--- config.mk ---
export PLATFORM = sky130hd
export DESIGN_NAME = echo_timer
export DESIGN_NICKNAME = d
export VERILOG_FILES = /design/src/rtl/echo_timer.sv
export SDC_FILE = /design/constraint.sdc
export NUM_CORES = 1
export LEC_CHECK = 0
export ABC_CLOCK_PERIOD_IN_PS = 3550
export CORE_AREA = 8 8 85 87
export DETAILED_ROUTE_END_ITERATION = 6
export DIE_AREA = 0 0 93 95
export GPL_TIMING_DRIVEN = 1
export SYNTH_ARGS = -nofsm -noshare
export SYNTH_HDL_FRONTEND = slang
export SYNTH_SLANG_ARGS = --single-unit
--- constraint.sdc ---
create_clock -name gclk -period 3.55 [get_ports gclk]
set_clock_uncertainty 0.15 [all_clocks]
set_input_delay 0.355 -clock gclk [delete_from_list [all_inputs] [get_ports gclk]]
set_output_delay 0.355 -clock gclk [all_outputs]
set_load 0.03 [all_outputs]
--- src/rtl/echo_timer.sv ---
// Ultrasonic time-of-flight timer: requests a burst, blanks ring-down, then
// timestamps the first debounced rising echo or reports a listen-window timeout.
module echo_timer #(
    parameter int CNT_W          = 16,
    parameter int BLANK_CYCLES   = 270,
    parameter int TIMEOUT_CYCLES = 65000,
    parameter int DEBOUNCE       = 4
) (
    input  logic             gclk,
    input  logic             rst,
    input  logic             start,
    input  logic             burst_finish,
    input  logic             echo_in,
    output logic             burst_en,
    output logic             burst_rstn,
    output logic [CNT_W-1:0] tof_count,
    output logic             tof_valid,
    output logic             timeout,
    output logic             busy
);

    typedef enum logic [2:0] {IDLE, WAIT_BURST, BLANK, LISTEN, DONE} state_t;

    localparam int               RUN_W        = $clog2(DEBOUNCE + 1);
    localparam logic [CNT_W-1:0] BLANK_LAST   = CNT_W'(BLANK_CYCLES - 1);
    localparam logic [CNT_W-1:0] TIMEOUT_LAST = CNT_W'(TIMEOUT_CYCLES - 1);
    localparam logic [RUN_W-1:0] RUN_QUAL     = RUN_W'(DEBOUNCE);

    state_t           state, state_nxt;
    logic [CNT_W-1:0] cnt, cand, cand_now;
    logic [RUN_W-1:0] run, run_now;
    logic             echo_meta, echo_s, echo_prev;
    logic             echo_rise, qualify, expire;

    // echo_prev keeps running through BLANK so a level held across the
    // blank boundary is never mistaken for a rising edge.
    always_ff @(posedge gclk or posedge rst) begin
        if (rst) begin
            echo_meta <= 1'b0;
            echo_s    <= 1'b0;
            echo_prev <= 1'b0;
        end else begin
            // NOTE: non-blocking assignments let each flop take the previous
            // stage's old value, which is what makes this a 2-flop chain.
            echo_meta <= echo_in;
            echo_s    <= echo_meta;
            echo_prev <= echo_s;
        end
    end

    always_ff @(posedge gclk or posedge rst) begin
        if (rst) state <= IDLE;
        else     state <= state_nxt;
    end

    // Run length as of this cycle; a fresh rise restarts the candidate.
    always_comb begin
        echo_rise = echo_s & ~echo_prev;
        cand_now  = echo_rise ? cnt : cand;
        if (echo_rise)                 run_now = RUN_W'(1);
        else if (echo_s && run != '0)  run_now = run + RUN_W'(1);
        else                           run_now = '0;
        qualify = (state == LISTEN) && (run_now == RUN_QUAL);
        expire  = (state == LISTEN) && (cnt == TIMEOUT_LAST) && !qualify;
    end

    always_comb begin
        // NOTE: default first so every path assigns state_nxt and no latch forms.
        state_nxt = state;
        unique case (state)
            IDLE:       if (start)              state_nxt = WAIT_BURST;
            WAIT_BURST: if (burst_finish)       state_nxt = BLANK;
            BLANK:      if (cnt == BLANK_LAST)  state_nxt = LISTEN;
            LISTEN:     if (qualify || expire)  state_nxt = DONE;
            DONE:                               state_nxt = IDLE;
            default:                            state_nxt = IDLE;
        endcase
    end

    always_comb begin
        burst_en   = (state == WAIT_BURST);
        burst_rstn = (state != DONE);
        busy       = (state != IDLE);
    end

    always_ff @(posedge gclk or posedge rst) begin
        if (rst) begin
            cnt       <= '0;
            cand      <= '0;
            run       <= '0;
            tof_count <= '0;
            tof_valid <= 1'b0;
            timeout   <= 1'b0;
        end else begin
            tof_valid <= qualify;
            timeout   <= expire;
            if (qualify) tof_count <= cand_now;

            if (state == BLANK || state == LISTEN) cnt <= cnt + CNT_W'(1);
            else                                   cnt <= '0;

            if (state == LISTEN) begin
                cand <= cand_now;
                run  <= run_now;
            end else begin
                cand <= '0;
                run  <= '0;
            end
        end
    end

endmodule

==> results.ini <==
[job]
cap_viol_max_count=0

[clock_tree]
cts_hold_buf=0
htree_num_levels=3
insertion_delay_ps=330
cts_buffers=9
cts_tree=yes
ctsResizeCount=0
clk_pin_slew_ps=70
numClockSinks=59
cts_setup_buffers=0
cts_root_buf=clkbuf_8
cts_buffer_depth=2

[floorplanning]
core_area_sq_um=5820
rows=28
die_y_um=95
die_x_um=93
io_pins=26
fp.dieArea_sq_um=8840
start_util_pct=43.8

[synthesis]
synth.most_common_cell=dfrtp_1
synthArstFlopShare_pct=100
yosysWarnings=0
ys_seq_area_share_pct=57.9
synth.avg_cell_area_sq_um=10.4
ys_top_cells_by_area=dfrtp_1, mux2i_1, nor2_1, o21ai_0, nand2_1
syn_area_sq_um=2550
synth_edf_count=0
synth_area_leader_cell=dfrtp_1
synth.distinct_cells=36
syn-num-nets=254
synth_common_cells=dfrtp_1, nor2_1, nand2_1
synth_ff_type=dfrtp_1
synth-seq-cells=59
syn_inst=245
yosys.area.top_type_share_pct=57.9

[global_route]
grt_max_degree=44
grt_pass1_wl_mm=8.83
grt_pass1_vias=1825
gr-total-overflow=0
grtUsageTotal_pct=12.6
antenna_found_initial=0

[sta]
rsz0062_at_grt=no
tns_ps=0
tightestPinTransition_ps=1020
fin_ws_ps=1020
hold_violations=0
max_slew_margin_pct=31.7
finalMaxSlewViolations=0
fin_crit_sh_pct=71.1
finalCriticalPeriod_ps=2530
timing.fmax_mhz=396
whs_ps=171
setup_viol=0

[finish]
layout-drive-gt1-share_pct=9.49
multi_input_area_sq_um=980
synthToLayoutAreaGrowth_pct=20.9
diodes=0
finalNetCount=279
seq_area_sq_um=1480
n_fill_cell=537

[route]
drt-wirelength-per-cell_um=14.6
drc=0
drt.antenna.violating_nets=0
via_count=1806
wl_mm=5.09
viasPerCell=5.17
dr.pass1.iters=4
drtIter0Drc=70

[min_path]
hold_class=in2async

[critical_path]
startpoint_type=register
slowest_delay_ps=780
r2r_slack_ps=1020
crit_cells=6
slowest_stage=a2111o_1
worstSetupEndpointType=register
critPathRequiredTime_ps=3550
r2r-start=run[0]
crit_type=reg2reg
r2r-end=tof_count[7]
cp-startpoint=run[0]
path_buf_inv=1
critical_path.top_delay_family=compound AO/OA/AOI/OAI gates
ff2ff_path_depth=6
crit_chain=inv_1 > ha_1 > or3b_2 > a2111o_1 > nand2_1 > o21ai_0
cp_max_fo=36
crit_end=tof_count[7]
worstPathArrival_ps=2530

[placement]
post-place-ws_ps=1020
dp_hpwl_mm=3.31
io_buffers=25
gp_congestion=0.834

[power_and_ir_drop]
max-vdd-ir-drop_mv=0.313
p_per_area_nw_per_um2=585
leakagePower_uw=0.00138

[outcome]
outcome=finished clean

[logic make-up after synthesis]
logic type               synth area share, %
AND/OR/NAND/NOR                         19.9
flip-flops                              57.9
AO/OA/AOI/OAI                           8.34
buffers and inverters                   3.68
multiplexers                            5.50
XOR/XNOR                                2.75
adder cells (fa/ha/maj)                 1.96
[where the power goes]
group          switching, uW  total (uW)  internal (uW)
Combinational            149         249            100
Sequential               108         843            736
Clock                    253         712            458
[worst min-delay path by stage]
stage | startpoint | endpoint | slack (ps) | cells after the start
finish | rst | cand[10] | 170 | 2
global route | rst | tof_count[12] | 200 | 2
CTS | rst | cand[10] | 170 | 2
detailed placement | echo_meta | echo_s | 190 | 0
global placement | echo_meta | echo_s | 190 | 0
floorplan | echo_meta | echo_s | 180 | 0
[layout by cell type (no fill, tap or decap), types with 3 or more instances in the layout]
cell and count:
o21ai_0 21, bufinv_16 3, ha_1 4, a21oi_1 11, nor2_1 29, nand4_1 3
nand2b_1 4, nor3_1 6, or3b_2 3, nand3_1 8, clkdlybuf4s50_1 25, xor2_1 3
inv_1 9, xnor2_1 5, nand2_1 23, clkbuf_8 9, mux2i_1 14, dfrtp_1 59
or3_1 6, clkinv_2 3
[layout make-up]
class / instances / area share, %
tap: 75 / 3.05
inverter: 10 / 1.22
sequential: 59 / 47.9
clock inverter: 6 / 3.41
timing repair buffer: 27 / 8.61
clock buffer: 9 / 4.02
multi-input combinational: 163 / 31.8
[per-stage QoR]
stage / power [uW] / instances / util [%] / cell area [sq um]
finish: 1800 / 349 / 53.0 / 3080
global route: 1900 / 349 / 53.0 / 3080
CTS: 1830 / 349 / 53.0 / 3080
detailed placement: 1110 / 334 / 49.1 / 2850
global placement: 1100 / 334 / 49.1 / 2850
floorplan: 1030 / 245 / - / 2550
[metal layers]
layer / GRT usage [%] / part of all wire, % / vias to the layer above
li1: - / - / 890
met1: 16.2 / 50 / 871
met2: 18.6 / 43 / 37
met3: 3.97 / 4.9 / 8
met4: 6.85 / 1.6 / 0
met5: 0 / 0 / -
[registers in the layout, indices dropped and copies added (netlist names)]
signal / count
run: 3
timeout: 1
echo_prev: 1
echo_s: 1
state: 3
echo_meta: 1
cand: 16
cnt: 16
tof_valid: 1
tof_count: 16
Note: power is estimated with default switching activity, not from simulation.
